## src/rtl/uart_viterbi_pkg.sv

```systemverilog
// Shared types and constants for the UART <-> Viterbi decoder sequencer.
package uart_viterbi_pkg;

    localparam int         SYMS_PER_BYTE = 4;
    localparam logic [2:0] K_MIN         = 3'd3;
    localparam logic [2:0] K_MAX         = 3'd6;
    localparam int         TX_BUSY_GUARD = 4;

    typedef enum logic [1:0] {
        F_IDLE,
        F_LOAD,
        F_FEED
    } feed_state_t;

    typedef enum logic [1:0] {
        T_IDLE,
        T_PULSE,
        T_WAIT_HI,
        T_WAIT_LO
    } tx_state_t;

    function automatic logic k_legal(input logic [2:0] k);
        return (k >= K_MIN) && (k <= K_MAX);
    endfunction

endpackage

```

## src/rtl/uart_viterbi_ctrl_fifo.sv

```systemverilog
// Synchronous byte FIFO (module byte_fifo); push while full is accepted only with a same-cycle pop.
module byte_fifo #(
    parameter int DEPTH = 4
) (
    input  logic       clk,
    input  logic       rst,
    input  logic       push_i,
    input  logic [7:0] wdata_i,
    input  logic       pop_i,
    output logic [7:0] rdata_o,
    output logic       full_o,
    output logic       empty_o
);

    localparam int            AW       = $clog2(DEPTH);
    localparam logic [AW:0]   FULL_CNT = (AW + 1)'(DEPTH);

    logic [7:0]    mem_q [DEPTH];
    logic [AW-1:0] wr_ptr_q, rd_ptr_q;
    logic [AW:0]   count_q;
    logic          do_push, do_pop;

    assign empty_o = (count_q == '0);
    assign full_o  = (count_q == FULL_CNT);
    assign do_pop  = pop_i && !empty_o;
    assign do_push = push_i && (!full_o || do_pop);
    assign rdata_o = mem_q[rd_ptr_q];

    // NOTE: sequential state uses non-blocking assignments so every register samples pre-edge values.
    always_ff @(posedge clk) begin
        if (rst) begin
            wr_ptr_q <= '0;
            rd_ptr_q <= '0;
            count_q  <= '0;
        end else begin
            if (do_push) wr_ptr_q <= wr_ptr_q + AW'(1);
            if (do_pop)  rd_ptr_q <= rd_ptr_q + AW'(1);
            case ({do_push, do_pop})
                2'b10:   count_q <= count_q + (AW + 1)'(1);
                2'b01:   count_q <= count_q - (AW + 1)'(1);
                default: count_q <= count_q;
            endcase
        end
    end

    // NOTE: storage is deliberately not reset; the count alone decides which entries are valid.
    always_ff @(posedge clk) begin
        if (do_push) mem_q[wr_ptr_q] <= wdata_i;
    end

endmodule

```

## src/rtl/uart_viterbi_ctrl.sv

```systemverilog
// Sequencer: RX bytes -> 2-bit symbols to the Viterbi decoder, decoded bytes -> UART transmitter.
// Optional UART_VITERBI_STATS_EN adds saturating RX-accepted / TX-issued counters.
module uart_viterbi_ctrl
    import uart_viterbi_pkg::*;
#(
    parameter int         FIFO_DEPTH = 4,
    parameter logic [2:0] K_DEFAULT  = 3'd3
) (
    input  logic        clk,
    input  logic        rst,
    input  logic        rx_valid,
    input  logic [7:0]  rx_data,
    input  logic [2:0]  cfg_k,
    output logic [2:0]  dec_k,
    output logic [1:0]  dec_sym,
    output logic        dec_sym_valid,
    input  logic        dec_ready,
    input  logic [7:0]  dec_byte,
    input  logic        dec_byte_valid,
    output logic        tx_start,
    output logic [7:0]  tx_data,
    input  logic        tx_busy,
    output logic        rx_overflow,
    output logic        tx_overflow,
    output logic        cfg_err,
    output logic        busy
`ifdef UART_VITERBI_STATS_EN
    ,
    output logic [15:0] stat_rx_cnt,
    output logic [15:0] stat_tx_cnt
`endif
);

    localparam int                 SYM_CNT_W  = $clog2(SYMS_PER_BYTE);
    localparam logic [SYM_CNT_W-1:0] SYM_LAST = SYM_CNT_W'(SYMS_PER_BYTE - 1);
    localparam int                 GUARD_W    = $clog2(TX_BUSY_GUARD);
    localparam logic [GUARD_W-1:0] GUARD_LAST = GUARD_W'(TX_BUSY_GUARD - 1);

    logic       rx_pop, rx_empty, rx_full;
    logic       tx_pop, tx_empty, tx_full;
    logic [7:0] rx_head, tx_head;

    byte_fifo #(.DEPTH(FIFO_DEPTH)) u_rx_fifo (
        .clk     (clk),
        .rst     (rst),
        .push_i  (rx_valid),
        .wdata_i (rx_data),
        .pop_i   (rx_pop),
        .rdata_o (rx_head),
        .full_o  (rx_full),
        .empty_o (rx_empty)
    );

    byte_fifo #(.DEPTH(FIFO_DEPTH)) u_tx_fifo (
        .clk     (clk),
        .rst     (rst),
        .push_i  (dec_byte_valid),
        .wdata_i (dec_byte),
        .pop_i   (tx_pop),
        .rdata_o (tx_head),
        .full_o  (tx_full),
        .empty_o (tx_empty)
    );

    feed_state_t            feed_q, feed_d;
    logic [7:0]             sh_q, sh_d;
    logic [SYM_CNT_W-1:0]   sym_cnt_q, sym_cnt_d;
    tx_state_t              txs_q, txs_d;
    logic [7:0]             tx_data_q, tx_data_d;
    logic [GUARD_W-1:0]     guard_q, guard_d;
    logic [2:0]             dec_k_q, dec_k_d;
    logic                   rx_ovf_q, rx_ovf_d, tx_ovf_q, tx_ovf_d, cfg_err_q, cfg_err_d;
    logic                   idle;

    // NOTE: every always_comb output gets a default first, so no path can infer a latch.
    always_comb begin
        feed_d    = feed_q;
        sh_d      = sh_q;
        sym_cnt_d = sym_cnt_q;
        rx_pop    = 1'b0;
        case (feed_q)
            F_IDLE: if (!rx_empty) feed_d = F_LOAD;
            F_LOAD: begin
                rx_pop    = 1'b1;
                sh_d      = rx_head;
                sym_cnt_d = '0;
                feed_d    = F_FEED;
            end
            F_FEED: if (dec_ready) begin
                sh_d      = {sh_q[5:0], 2'b00};
                sym_cnt_d = sym_cnt_q + SYM_CNT_W'(1);
                if (sym_cnt_q == SYM_LAST) feed_d = F_IDLE;
            end
            default: feed_d = F_IDLE;
        endcase
    end

    always_comb begin
        txs_d     = txs_q;
        tx_data_d = tx_data_q;
        guard_d   = guard_q;
        tx_pop    = 1'b0;
        case (txs_q)
            T_IDLE: if (!tx_empty && !tx_busy) begin
                tx_pop    = 1'b1;
                tx_data_d = tx_head;
                txs_d     = T_PULSE;
            end
            T_PULSE: begin
                guard_d = '0;
                txs_d   = T_WAIT_HI;
            end
            // Give up on a transmitter that never raises busy rather than stall forever.
            T_WAIT_HI: begin
                if (tx_busy)                  txs_d   = T_WAIT_LO;
                else if (guard_q == GUARD_LAST) txs_d = T_IDLE;
                else                          guard_d = guard_q + GUARD_W'(1);
            end
            T_WAIT_LO: if (!tx_busy) txs_d = T_IDLE;
            default:   txs_d = T_IDLE;
        endcase
    end

    assign idle = (feed_q == F_IDLE) && (txs_q == T_IDLE) && rx_empty && tx_empty;

    always_comb begin
        dec_k_d   = dec_k_q;
        cfg_err_d = cfg_err_q;
        rx_ovf_d  = rx_ovf_q  | (rx_valid && rx_full && !rx_pop);
        tx_ovf_d  = tx_ovf_q  | (dec_byte_valid && tx_full && !tx_pop);
        if (idle) begin
            if (k_legal(cfg_k)) dec_k_d   = cfg_k;
            else                cfg_err_d = 1'b1;
        end
    end

    always_ff @(posedge clk) begin
        if (rst) begin
            feed_q    <= F_IDLE;
            sh_q      <= '0;
            sym_cnt_q <= '0;
            txs_q     <= T_IDLE;
            tx_data_q <= '0;
            guard_q   <= '0;
            dec_k_q   <= K_DEFAULT;
            rx_ovf_q  <= 1'b0;
            tx_ovf_q  <= 1'b0;
            cfg_err_q <= 1'b0;
        end else begin
            feed_q    <= feed_d;
            sh_q      <= sh_d;
            sym_cnt_q <= sym_cnt_d;
            txs_q     <= txs_d;
            tx_data_q <= tx_data_d;
            guard_q   <= guard_d;
            dec_k_q   <= dec_k_d;
            rx_ovf_q  <= rx_ovf_d;
            tx_ovf_q  <= tx_ovf_d;
            cfg_err_q <= cfg_err_d;
        end
    end

    assign dec_k         = dec_k_q;
    assign dec_sym_valid = (feed_q == F_FEED);
    assign dec_sym       = dec_sym_valid ? sh_q[7:6] : 2'b00;
    // Masked by rst so a pulse pending at reset never reaches the transmitter.
    assign tx_start      = (txs_q == T_PULSE) && !rst;
    assign tx_data       = tx_data_q;
    assign rx_overflow   = rx_ovf_q;
    assign tx_overflow   = tx_ovf_q;
    assign cfg_err       = cfg_err_q;
    assign busy          = !idle;

`ifdef UART_VITERBI_STATS_EN
    logic [15:0] stat_rx_q, stat_tx_q;

    always_ff @(posedge clk) begin
        if (rst) begin
            stat_rx_q <= '0;
            stat_tx_q <= '0;
        end else begin
            if (rx_valid && (!rx_full || rx_pop) && stat_rx_q != 16'hFFFF)
                stat_rx_q <= stat_rx_q + 16'd1;
            if (txs_q == T_PULSE && stat_tx_q != 16'hFFFF)
                stat_tx_q <= stat_tx_q + 16'd1;
        end
    end

    assign stat_rx_cnt = stat_rx_q;
    assign stat_tx_cnt = stat_tx_q;
`endif

endmodule
```

## config.mk

```make
export PLATFORM = sky130hd
export DESIGN_NAME = uart_viterbi_ctrl
export DESIGN_NICKNAME = d
export VERILOG_FILES = /design/src/rtl/uart_viterbi_pkg.sv /design/src/rtl/uart_viterbi_ctrl_fifo.sv /design/src/rtl/uart_viterbi_ctrl.sv
export SDC_FILE = /design/constraint.sdc
export NUM_CORES = 1
export LEC_CHECK = 0
export BUFFER_PORTS_ARGS = -buffer_cell sky130_fd_sc_hd__buf_2
export CORE_ASPECT_RATIO = 0.7
export CORE_UTILIZATION = 25
export DETAILED_ROUTE_END_ITERATION = 8
export HOLD_SLACK_MARGIN = 0.1
export PLACE_DENSITY = 0.39
export SLEW_MARGIN = 20
export SYNTH_ARGS = -nofsm -noshare
export SYNTH_HDL_FRONTEND = slang
export SYNTH_HIERARCHICAL = 1
export SYNTH_SLANG_ARGS = --single-unit
export TNS_END_PERCENT = 30
```

## constraint.sdc

```tcl
create_clock -name clk -period 4.6 [get_ports clk]
set_input_delay 0.46 -clock clk [delete_from_list [all_inputs] [get_ports clk]]
set_output_delay 0.46 -clock clk [all_outputs]
set_load 0.01 [all_outputs]
```

### Word level (Yosys, flattened, before mapping)

Memory sizes are Yosys's and may differ from the RTL's. A register that Yosys moved wholly into a read port is not among the register bits.
Index checks and enable logic that the tools add are counted.

| operators by class | value |
|---|---|
| magnitude comparators | 2 |
| eq/ne operators | 21 |
| bitwise gates (word level) | 3 |
| mux-type cells | 28 |
| add/subtract/negate cells | 10 |
| reductions and logical operators | 40 |

Operators by type and width:

| cell | number |
|---|---|
| $mux 2 | 13 |
| $pmux 8 s2 | 1 |
| $eq 2x2->1 const B | 7 |
| $logic_and 1x1->1 | 14 |
| $add 2x1->2 const B | 6 |
| $pmux 3 s2 | 2 |
| $ne 2x2->1 const B | 5 |
| $logic_not 1->1 | 9 |
| $reduce_and 3->1 | 3 |
| $eq 2x1->1 const B | 4 |
| $mux 8 | 1 |
| $pmux 2 s2 | 2 |
| $pmux 2 s4 | 1 |
| $reduce_and 2->1 | 4 |
| $reduce_bool 2->1 | 4 |
| $mux 1 | 7 |
| $add 3x1->3 const B | 2 |
| $eq 3x3->1 const B | 2 |
| $logic_not 3->1 | 2 |
| $pmux 2 s3 | 1 |
| $sub 3x1->3 const B | 2 |
| $logic_not 2->1 | 2 |
| $ne 2x1->1 const B | 2 |
| $ge 3x2->1 const B | 1 |
| 5 further kinds | 7 |

| storage, ports and cells | value |
|---|---|
| word-level logic and storage cells | 121 |
| memories kept | 2 |
| bits in registers | 36 |
| memory bits (writable) | 64 |

Memories:

| memory | words | bits a word | rd ports | clocked after memory_dff | write ports | RTL line | RTL |
|---|---|---|---|---|---|---|---|
| u_rx_fifo.mem_q | 4 | 8 | 1 | 1 | 1 | uart_viterbi_ctrl_fifo.sv:18 | `logic [7:0] mem_q [DEPTH];` |
| u_tx_fifo.mem_q | 4 | 8 | 1 | 1 | 1 | uart_viterbi_ctrl_fifo.sv:18 |  |

### Logic depth before layout (Yosys ltp)

Gate-level depths: netlist of run 1.

| depth | value |
|---|---|
| word-level depth | 10 |
| gate-level depth with buffers | 12 |

### Cells and area by module

Netlist of run 1, hierarchy kept.

Modules (own cells, without submodules):

| module | sequential area each (µm²) | instances | cells each | area an instance (µm²) |
|---|---|---|---|---|
| byte_fifo (u_tx_fifo) | 1141.1 | 1 | 101 | 1691.6 |
| byte_fifo (u_rx_fifo) | 1141.1 | 1 | 96 | 1645.3 |
| uart_viterbi_ctrl | 600.6 | 1 | 167 | 1358.8 |

### Worst setup path after synthesis of run 1

OpenSTA, ideal clock, no wires.

| timing | value |
|---|---|
| path kind | input to register |
| from | in tx_busy |
| to | reg u_tx_fifo.count_q[2] |
| path slack | 1.968 ns |
| arrival time | 2.509 ns |
| buffers on the path | 0 |
| cell stages on the path | 8 |
| cell sequence | or4_4 clkinv_1 o31a_1 nand2b_1 fa_1 nand2b_1 o31ai_2 mux2_1 |

| between the ends | value |
|---|---|
| cells in the longest elaborated chain, start to end | 9 |

Ends and longest elaborated chain:

| what | RTL line | RTL |
|---|---|---|
| from (decl) | uart_viterbi_ctrl.sv:22 | `input logic tx_busy,` |
| $logic_not 1->1 * | -- |  |
| $logic_and 1x1->1 * | uart_viterbi_ctrl.sv:104 | `T_IDLE: if (!tx_empty && !tx_busy) begin` |
| $mux 1 * | uart_viterbi_ctrl.sv:104 |  |
| $mux 1 * | uart_viterbi_ctrl.sv:103 | `case (txs_q)` |
| net tx_pop | uart_viterbi_ctrl.sv:40 | `logic tx_pop, tx_empty, tx_full;` |
| $logic_and 1x1->1 * | uart_viterbi_ctrl_fifo.sv:25 | `assign do_pop = pop_i && !empty_o;` |
| $logic_or 1x1->1 | uart_viterbi_ctrl_fifo.sv:26 | `assign do_push = push_i && (!full_o \|\| do_pop);` |
| $logic_and 1x1->1 | uart_viterbi_ctrl_fifo.sv:26 |  |
| $eq 2x1->1 / $eq 2x2->1 (equally long branches) | uart_viterbi_ctrl_fifo.sv:38 | `case ({do_push, do_pop})` |
| $pmux 3 s2 / $reduce_bool 2->1 (equally long branches) | -- |  |
| to (signal assigned) | uart_viterbi_ctrl_fifo.sv:39 | `2'b10: count_q <= count_q + (AW + 1)'(1);` |
| to (signal assigned) | uart_viterbi_ctrl_fifo.sv:40 | `2'b01: count_q <= count_q - (AW + 1)'(1);` |
| to (signal assigned) | uart_viterbi_ctrl_fifo.sv:41 | `default: count_q <= count_q;` |
| to (decl) | uart_viterbi_ctrl_fifo.sv:20 | `logic [AW:0] count_q;` |

Mark *: on every way through the listed nets, which the timed path passes. The rest lies on a longest branch.
A chain may end at the register's enable or synchronous reset.

### Worst setup path in the final report of run 1

| timing | value |
|---|---|
| from | reg u_tx_fifo.count_q[0] |
| to | reg u_tx_fifo.count_q[2] |

| between the ends | value |
|---|---|
| cells in the longest elaborated chain, start to end | 10 |

Ends and longest elaborated chain:

| what | RTL line | RTL |
|---|---|---|
| $logic_not 3->1 * | uart_viterbi_ctrl_fifo.sv:23 | `assign empty_o = (count_q == '0);` |
| net tx_empty | uart_viterbi_ctrl.sv:40 |  |
| $logic_not 1->1 * | uart_viterbi_ctrl.sv:104 |  |
| $logic_and 1x1->1 * | uart_viterbi_ctrl.sv:104 |  |
| $mux 1 * | uart_viterbi_ctrl.sv:104 |  |
| $mux 1 * | uart_viterbi_ctrl.sv:103 |  |
| net tx_pop | uart_viterbi_ctrl.sv:40 |  |
| $logic_and 1x1->1 * | uart_viterbi_ctrl_fifo.sv:25 |  |
| $logic_or 1x1->1 | uart_viterbi_ctrl_fifo.sv:26 |  |
| $logic_and 1x1->1 | uart_viterbi_ctrl_fifo.sv:26 |  |
| $eq 2x1->1 / $eq 2x2->1 (equally long branches) | uart_viterbi_ctrl_fifo.sv:38 |  |
| $pmux 3 s2 / $reduce_bool 2->1 (equally long branches) | -- |  |

Marked as above.

==> metrics.csv, run 1 <==
metric,value,unit
status,"finished, violations left",
failed_checks,design-rule violations,
path_depth,9,
hpwl,7135,um
io_pins,44,
cp_max_fo,14,
clockRootBuffer,clkbuf_16,
cap_violations,0,
synth_nets,402,
grt-ovfl-total,0,
fin_skew,7.037,ps
synth.avg_cell_area,12.90,sq um
vias,2814,
drc,2,
wl,9890,um
grt_pass1_wl,15810,um
path_delay_family,simple AND/OR/NAND/NOR gates,
drive_gt1_share,22.30,%
post_cts_resized,0,
cp.arrival,3290,ps
hold_class,in2reg,
async_flop_share,0,%
ys_warn_count,6,
finalInstanceArea,5451,sq um
drv_slew,0,
ys_ff_latch,112,
ant_nets,0,
yosys.area.top_type_share,40.93,%
postCtsHoldBufs,0,
syn2layout_area_growth,16.09,%
first_pass_iters,8,
antenna_cells,0,
finalPower,2.484,mW
worstPathRequired,4840,ps
path_buf_inv,1,
htreeDepth,3,
grt_usage,11.08,%
cp-startpoint,u_tx_fifo/count_q[0]$_SDFFE_PP0P_,
die_width,165.8,um
worst_pin_slew,600.1,ps
synth_top_area_cell,edfxtp_1,
fin_crit_sh,66.26,%
grt_start_max_net_pins,31,
fmax,328.1,MHz
layout.nets,441,
dpl-instance-area,5132,sq um
maxSlewHeadroom,59.94,%
clk_pin_slew,70,ps
setup-violations-final,0,
antenna_found_initial,0,
io_buffers,43,
syn-cell-area,4696,sq um
timing.rr.start,u_tx_fifo/count_q[0]$_SDFFE_PP0P_,
cts_buffers,9,
rsz0062_at_grt,no,
placementRows,41,
avgRoutedWirePerCell,15.36,um
synth_edf_count,64,
rr_worst_depth,9,
ir_drop,0.1934,mV
synth_cell_types,56,
synthTopCellsByArea,"edfxtp_1 (41%), dfxtp_1 (20%), mux4_2 (7.7%)",
worstSkewPairLatency,350,ps
leakage,1.933,nW
reg2reg_setup_slack,1550,ps
path_common_cell,nand2b_1,
die_y,116.7,um
final_core_util,29.93,%
ys.flop_type,edfxtp_1,
vias_per_cell,4.370,
die_area,19340,sq um
clock_path_buffers,2,
p_per_area,455.6,nW/um^2
cp_slowest_cell,or4_4,
final_cell_mix,"edfxtp_1 (64), dfxtp_1 (48), buf_2 (43)",
crit_path_cell_trace,nor3_1 > or4_4 > clkinv_1 > o31a_1 > nand2b_1 > fa_1 > nand2b_1 > o31ai_2 > mux2_1,
fin_crit,3048,ps
crit_path_max_incr_delay,520,ps
crit_type,reg2reg,
start_util,25.78,%
syn_inst,364,
final_common_cell,edfxtp_1,
drt_iter0_markers,153,
synth.yosys.seq_area_share,61.39,%
postCtsSetupRepairBufs,0,
rr_endpoint,u_tx_fifo/count_q[2]$_SDFFE_PP0P_,
hold_violations,0,
gp_congestion,0.7269,
cts_tree,yes,
cp-end-kind,register,
clock-sinks,112,
worst_setup_path_start_kind,register,
grt_pass1_vias,2713,
fin_tns_setup,0,ps
core_area,18210,sq um
cp-endpoint,u_tx_fifo/count_q[2]$_SDFFE_PP0P_,
## flip-flops by register name, summed over array words and instances, names as in the netlist, 2 cells and up, named ones only
name and count:
guard_q 2, u_rx_fifo/rd_ptr_q 2, u_rx_fifo/count_q 3, txs_q 2, dec_k 3, u_tx_fifo/count_q 3
tx_data 8, u_rx_fifo/wr_ptr_q 2, sh_q 8, u_tx_fifo/wr_ptr_q 2, u_rx_fifo/mem_q 32, u_tx_fifo/rd_ptr_q 2
u_tx_fifo/mem_q 32, sym_cnt_q 2, feed_q 2
## where the power goes
| part | internal, mW | switching [mW] | total [mW] |
|---|---|---|---|
| clock | 0.484 | 0.356 | 0.840 |
| combinational | 0.175 | 0.236 | 0.411 |
| sequential | 1.15 | 0.0781 | 1.23 |
| total | 1.81 | 0.670 | 2.48 |
## metrics by stage
stage / hold slack, ps / worst slack, ps / cells
floorplan: 448.1 / 1968 / 364
global placement: 434.4 / 1609 / 628
detailed placement: 441.4 / 1547 / 628
CTS: 307.1 / 1544 / 644
global route: 314.5 / 1324 / 644
finish: 325.5 / 1552 / 644
## synthesized netlist by cell type (3+ instances only)
master and number:
and2_1 7, mux4_2 16, a31oi_1 3, dfxtp_1 48
nand2_1 42, nand3_1 6, buf_1 3, nor3_1 9
xor2_1 8, edfxtp_1 64, clkbuf_1 6, inv_1 15
nor2_1 19, and2_2 4, nand2b_1 7, ha_1 11
o21ai_0 7, buf_2 5, a21oi_1 26, o21bai_1 3
a311oi_1 6
## how the worst min path moves through the flow
stage	slack, ps	cells after the start	to	start
finish	330	1	u_rx_fifo/mem_q[0][5]$_DFFE_PP_	rx_data[5]
global route	310	1	u_rx_fifo/mem_q[0][7]$_DFFE_PP_	rx_data[7]
CTS	310	1	u_rx_fifo/mem_q[0][7]$_DFFE_PP_	rx_data[7]
detailed placement	440	2	cfg_err$_SDFFE_PP0P_	cfg_err$_SDFFE_PP0P_
global placement	430	2	cfg_err$_SDFFE_PP0P_	cfg_err$_SDFFE_PP0P_
floorplan	450	2	sh_q[0]$_SDFFE_PP0P_	sh_q[0]$_SDFFE_PP0P_
## routing by layer
metal | global-route usage (%) | up-vias | share of wire (%)
met2 | 15.88 | 35 | 43
met3 | 3.185 | 6 | 2.8
met1 | 15.98 | 1376 | 53
met5 | 0 | - | 0
met4 | 3.551 | 0 | 1.2
li1 | - | 1397 | -
## area by class of cell
type,count,area [sq um]
clock buffer,11,232.7
inverter,18,67.56
clock inverter,5,86.33
timing repair buffer,45,230.2
multi-input combinational,217,1657
tap,236,295.3
sequential,112,2883
fill,1829,12760
## worst register-to-register path, stage by stage, from the launching register on
cell and delay (ps):
dfxtp_1 510, nor3_1 170, or4_4 520, clkinv_1 250, o31a_1 320, nand2b_1 110
fa_1 380, nand2b_1 160, o31ai_2 190, mux2_1 330
## kinds of logic (layout without fill, tap and decap cells)
| kind of cell | Yosys count | in the layout | share of synthesized area [%] |
|---|---|---|---|
| and+or+nand+nor | 116 | 116 | 12.92 |
| muxes | 20 | 20 | 8.660 |
| DFF | 112 | 112 | 61.39 |
| xor gates and xnor gates | 10 | 10 | 1.865 |
| adders and majority gates | 13 | 13 | 3.784 |
| buffers and inverters | 35 | 79 | 3.330 |
| AOI/OAI and AO/OA | 58 | 58 | 8.047 |
No activity file was read; power rests on OpenSTA's default activity.
==> run 2: changes to the inputs <==
- PLACE_DENSITY: 0.39 -> 0.41
- clock period: 4.6 -> 2.6 ns (I/O delays scaled with it)
==> run 2 against run 1 <==
Net effect:
- the flow still finishes with violations (design-rule violations)
- global-route usage down 0.15 points
- setup slack worse by 1300 ps
- largest cell class unchanged
- non-clock buffer count up 17
- utilization up 0.70 points
- critical path depth down 1
- sequential cell count unchanged
- cell count up 2.6%
==> metrics.csv, run 2 (synthesis gave the netlist of run 1 again) <==
metric,value,unit,change
setup-violations-final,0,,unchanged
power_frac_seq,48.3,%,was 49.6%
crit_path_cell_trace,or4_4 > clkinv_2 > o31a_1 > nand2b_1 > fa_1 > nand2b_1 > o31ai_2 > mux2_1,,was nor3_1 > or4_4 > clkinv_1 > o31a_1 > nand2b_1 > fa_1 > nand2b_1 > o31ai_2 > mux2_1
hold_violations,0,,unchanged
p_per_area,794.4,nW/um^2,was 455.6 nW/um^2
antenna_found_initial,0,,unchanged
grt_pass1_vias,2815,,was 2713
wl,9985,um,was 9890 um
drc,4,,was 2
drv_slew,0,,unchanged
drive_gt1_share,26.12,%,was 22.30%
layout.nets,458,,was 441
die_y,116.7,um,unchanged
status,"finished, violations left",,unchanged
power_frac_clock,33.1,%,was 33.8%
clk_pin_slew,80,ps,was 70 ps
grt_start_max_net_pins,33,,was 31
cts_tree,yes,,unchanged
io_pins,44,,unchanged
postCtsSetupRepairBufs,0,,unchanged
p_sw,1.262,mW,was 0.6699 mW
core_area,18210,sq um,unchanged
grt_usage,10.93,%,was 11.08%
cap_violations,0,,unchanged
top_regs,"u_rx_fifo/mem_q (32), u_tx_fifo/mem_q (32)",,unchanged
crit_type,reg2reg,,unchanged
cp.arrival,2640,ps,was 3290 ps
regArea,2883,sq um,unchanged
clock_path_buffers,2,,unchanged
grt_pass1_wl,15880,um,was 15810 um
first_pass_iters,6,,was 8
crit_path_max_incr_delay,550,ps,was 520 ps
worst_pin_slew,626.7,ps,was 600.1 ps
combPwrFrac,18.6,%,was 16.6%
rsz0062_at_grt,no,,unchanged
drt_iter0_markers,246,,was 153
placementRows,41,,unchanged
worst_slack,206.5,ps,was 1552 ps
hold_class,in2reg,,unchanged
hpwl,7105,um,was 7135 um
layout.filler_cells,1826,,was 1829
fin_crit_sh,92.06,%,was 66.26%
htreeDepth,3,,unchanged
die_width,165.8,um,unchanged
die_area,19340,sq um,unchanged
postCtsHoldBufs,0,,unchanged
p_sw_share,28.48,%,was 26.97%
antenna_cells,0,,unchanged
worstPathRequired,2850,ps,was 4840 ps
ant_nets,0,,unchanged
cts_buffers,9,,unchanged
finalInstanceArea,5579,sq um,was 5451 sq um
post_cts_resized,0,,unchanged
cp_slowest_cell,or4_4,,unchanged
clock-sinks,112,,unchanged
path_delay_family,simple AND/OR/NAND/NOR gates,,unchanged
avgRoutedWirePerCell,15.11,um,was 15.36 um
io_buffers,43,,unchanged
failed_checks,design-rule violations,,unchanged
grt-ovfl-total,0,,unchanged
worst_setup_path_start_kind,register,,unchanged
fmax,417.8,MHz,was 328.1 MHz
ir_drop,0.3287,mV,was 0.1934 mV
p_int,3.170,mW,was 1.814 mW
fin_skew,7.148,ps,was 7.037 ps
dp_slack,221.9,ps,was 1547 ps
vias_per_cell,4.410,,was 4.370
gp_congestion,0.7786,,was 0.7269
leakage,2.024,nW,was 1.933 nW
final_common_cell,edfxtp_1,,unchanged
cp-end-kind,register,,unchanged
maxSlewHeadroom,58.22,%,was 59.94%
vias,2915,,was 2814
path_buf_inv,1,,unchanged
multi_input_area,1657,sq um,unchanged
worstSkewPairLatency,360,ps,was 350 ps
fin_tns_setup,0,ps,unchanged
fin_crit,2394,ps,was 3048 ps
path_common_cell,nand2b_1,,unchanged
final_cell_mix,"edfxtp_1 (64), dfxtp_1 (48), buf_2 (43)",,unchanged
clockRootBuffer,clkbuf_16,,unchanged
syn2layout_area_growth,18.81,%,was 16.09%
dpl-instance-area,5261,sq um,was 5132 sq um
cp_max_fo,8,,was 14
start_util,25.78,%,unchanged
-- run 2: cell count changes in the layout (fill, tap and decap cells not counted), sizes merged --
| cell | previous run | this run |
|---|---|---|
| inv | 19 | 20 |
| bufinv | 2 | 1 |
| buf | 45 | 62 |
| clkinv | 2 | 4 |
| clkbuf | 11 | 9 |
-- run 2: worst paths after layout --
| path | start | endpoint | slack (ps) | cells after the start |
|---|---|---|---|---|
| max reg2reg | txs_q[0]$_SDFFE_PP0P_ | u_tx_fifo/count_q[2]$_SDFFE_PP0P_ | 210 | 8 |
| min | dec_byte[2] | u_tx_fifo/mem_q[0][2]$_DFFE_PP_ | 120 | 1 |
| min reg2reg | cfg_err$_SDFFE_PP0P_ | cfg_err$_SDFFE_PP0P_ | 450 | 2 |
| max | txs_q[0]$_SDFFE_PP0P_ | u_tx_fifo/count_q[2]$_SDFFE_PP0P_ | 210 | 8 |
-- run 2: final cells by class --
type	count	area share [%]
clock inverters	7	1.660
multi-input cells	217	29.69
flip-flops and latches	112	51.67
clock buffers	9	4.037
well taps	236	5.293
repair buffers	62	6.414
inverters	18	1.233
-- run 2: power groups by stage --
| stage | clock network [mW] | logic, mW | registers [mW] |
|---|---|---|---|
| finish | 1.47 | 0.823 | 2.14 |
| global route | 1.58 | 0.928 | 2.17 |
| CTS | 1.53 | 0.835 | 2.15 |
| detailed placement | 0 | 0.830 | 2.19 |
| global placement | 0 | 0.818 | 2.18 |
| floorplan | 0 | 0.551 | 2.16 |
-- run 2: stage by stage --
step / hold WS, ps / std cells / total power [mW] / utilization, %
floorplan: 358.9 / 364 / 2.712 / -
global placement: 439.9 / 645 / 2.999 / 28.89
detailed placement: 448.5 / 645 / 3.016 / 28.89
CTS: 102.1 / 661 / 4.506 / 30.64
global route: 111.2 / 661 / 4.679 / 30.64
finish: 115.8 / 661 / 4.432 / 30.64
-- run 2: routing by layer --
layer / track usage, % / vias to the layer above / share of wire, %
met5: 0 / - / 0
met1: 15.28 / 1424 / 52
met3: 2.948 / 11 / 3.6
met4: 3.738 / 0 / 1.2
met2: 16.33 / 38 / 43
li1: - / 1442 / -
==> run 3: changes to the inputs <==
- CORE_ASPECT_RATIO: 0.7 -> 1.4
==> run 3 against run 2 <==
Net effect:
- the flow now finishes without violations
- largest cell class unchanged
- first-iteration DRC count decreased by 8.9%
- register-to-register slack improved by 80 ps
- hold slack improved by 1.8 ps
- non-clock buffer count unchanged
- sequential share of layout area decreased by 0.093 points
- fmax increased by 3.4%
- sequential cell count unchanged
- critical path depth increased by 1
- count of clock-buffer cells in the layout unchanged
- sequential power about the same
- clock power about the same
- power about the same
==> metrics.csv, run 3 (synthesis gave the netlist of run 1 again) <==
metric,value,unit,change
drc,0,,was 4
worst_pin_slew,620.6,ps,was 626.7 ps
grt_usage,11.07,%,was 10.93%
grt_pass1_wl,16290,um,was 15880 um
final_common_cell,edfxtp_1,,unchanged
gp_congestion,0.6962,,was 0.7786
wl,9971,um,was 9985 um
status,completed,,"was finished, violations left"
io_pins,44,,unchanged
drv_slew,0,,unchanged
postCtsSetupRepairBufs,0,,unchanged
ir_drop,0.3231,mV,was 0.3287 mV
fin_crit_sh,89.00,%,was 92.06%
core_area,18140,sq um,was 18210 sq um
power_frac_seq,48.4,%,was 48.3%
die_y,164.2,um,was 116.7 um
worstPathRequired,2850,ps,about the same
top_regs,"u_rx_fifo/mem_q (32), u_tx_fifo/mem_q (32)",,unchanged
cts_buffers,9,,unchanged
cts_tree,yes,,unchanged
leakage,2.027,nW,was 2.024 nW
fin_crit,2314,ps,was 2394 ps
hpwl,6953,um,was 7105 um
worst_setup_path_start_kind,register,,unchanged
ant_nets,0,,unchanged
io_buffers,43,,unchanged
layout.nets,458,,unchanged
drt_iter0_markers,224,,was 246
path_common_cell,nand2b_1,,unchanged
clock_path_buffers,2,,unchanged
grt_pass1_vias,3083,,was 2815
setup-violations-final,0,,unchanged
start_util,25.88,%,was 25.78%
postCtsHoldBufs,0,,unchanged
worst_slack,286.0,ps,was 206.5 ps
syn2layout_area_growth,19.02,%,was 18.81%
grt_start_max_net_pins,32,,was 33
clockRootBuffer,clkbuf_16,,unchanged
first_pass_iters,4,,was 6
crit_type,reg2reg,,unchanged
final_cell_mix,"edfxtp_1 (64), dfxtp_1 (48), buf_2 (43)",,unchanged
vias,2929,,was 2915
rsz0062_at_grt,no,,unchanged
die_area,19340,sq um,about the same
cp_max_fo,2,,was 8
p_sw,1.255,mW,was 1.262 mW
antenna_found_initial,2,,was 0
hold_violations,0,,unchanged
grt-ovfl-total,0,,unchanged
combPwrFrac,18.3,%,was 18.6%
placementRows,58,,was 41
p_int,3.174,mW,was 3.170 mW
hold_class,in2reg,,unchanged
htreeDepth,3,,unchanged
crit_path_max_incr_delay,430,ps,was 550 ps
die_width,117.8,um,was 165.8 um
clk_pin_slew,80,ps,about the same
p_sw_share,28.33,%,was 28.48%
fin_tns_setup,0,ps,unchanged
post_cts_resized,0,,unchanged
drive_gt1_share,26.12,%,unchanged
p_per_area,792.3,nW/um^2,was 794.4 nW/um^2
cap_violations,0,,unchanged
maxSlewHeadroom,58.63,%,was 58.22%
cp-end-kind,register,,unchanged
fmax,432.2,MHz,was 417.8 MHz
clock-sinks,112,,unchanged
dp_slack,224.4,ps,was 221.9 ps
crit_path_cell_trace,nor3_1 > or4_4 > clkinv_2 > o31a_1 > nand2b_1 > fa_1 > nand2b_1 > o31ai_2 > mux2_1,,was or4_4 > clkinv_2 > o31a_1 > nand2b_1 > fa_1 > nand2b_1 > o31ai_2 > mux2_1
cp.arrival,2560,ps,was 2640 ps
vias_per_cell,4.398,,was 4.410
fin_skew,11.11,ps,was 7.148 ps
avgRoutedWirePerCell,14.97,um,was 15.11 um
worstSkewPairLatency,350,ps,was 360 ps
power_frac_clock,33.3,%,was 33.1%
cp_slowest_cell,or4_4,,unchanged
-- run 3: cell count changes in the layout (fill, tap and decap cells not counted) --
| cell | before | now |
|---|---|---|
| diode_2 | 0 | 1 |
| inv_6 | 3 | 2 |
| inv_8 | 1 | 2 |
-- run 3: stage by stage --
step	hold slack, ps	util, %	area [sq um]	total power [mW]	std cells
after global placement	442.7	29.03	5266	2.992	649
after CTS	105.8	30.79	5587	4.505	665
final	117.6	30.81	5589	4.428	666
after detailed placement	446.4	29.03	5266	3.010	649
after floorplan	358.9	-	4697	2.712	364
after global routing	100.5	30.79	5587	4.688	665
-- run 3: metal layers --
layer	wire (um)	up-vias	GRT usage (%)	share of wire, %
met2	4970	43	19.28	50
met4	187	2	4.487	1.9
met5	13	-	0	0.13
met3	468	13	3.507	4.7
met1	4330	1432	12.53	43
li1	-	1439	-	-
-- run 3: final cells by class --
cell class,instances,area (sq um)
Inverter,18,68.82
Timing Repair Buffer,62,357.8
Clock buffer,9,225.2
Fill cell,1892,12550
Clock inverter,7,95.09
Antenna cell,1,2.502
Sequential cell,112,2883
Multi-Input combinational cell,217,1657
Tap cell,240,300.3
-- run 3: power by group through the flow --
stage / Clock (mW) / Combinational [mW] / Sequential [mW]
after CTS: 1.53 / 0.826 / 2.15
after detailed placement: 0 / 0.823 / 2.19
final: 1.48 / 0.810 / 2.14
after global placement: 0 / 0.810 / 2.18
after floorplan: 0 / 0.551 / 2.16
after global routing: 1.61 / 0.913 / 2.17
-- run 3: critical path, delay by kind of cell, from the launching register on --
family,cells,cell delay [ps]
AND/OR/NAND/NOR,4,730
adder cells (fa/ha/maj),1,370
buffers and inverters,1,70
flip-flops,1,350
multiplexers,1,340
AO/OA/AOI/OAI,2,330
-- run 3: worst paths after layout --
kind / start / cells past startpoint / slack, ps / endpoint
max: u_tx_fifo/count_q[2]$_SDFFE_PP0P_ / 9 / 290 / u_tx_fifo/count_q[2]$_SDFFE_PP0P_
min: rx_data[2] / 1 / 120 / u_rx_fifo/mem_q[0][2]$_DFFE_PP_
max reg2reg: u_tx_fifo/count_q[2]$_SDFFE_PP0P_ / 9 / 290 / u_tx_fifo/count_q[2]$_SDFFE_PP0P_
min reg2reg: tx_data[7]$_SDFFE_PP0P_ / 2 / 450 / tx_data[7]$_SDFFE_PP0P_
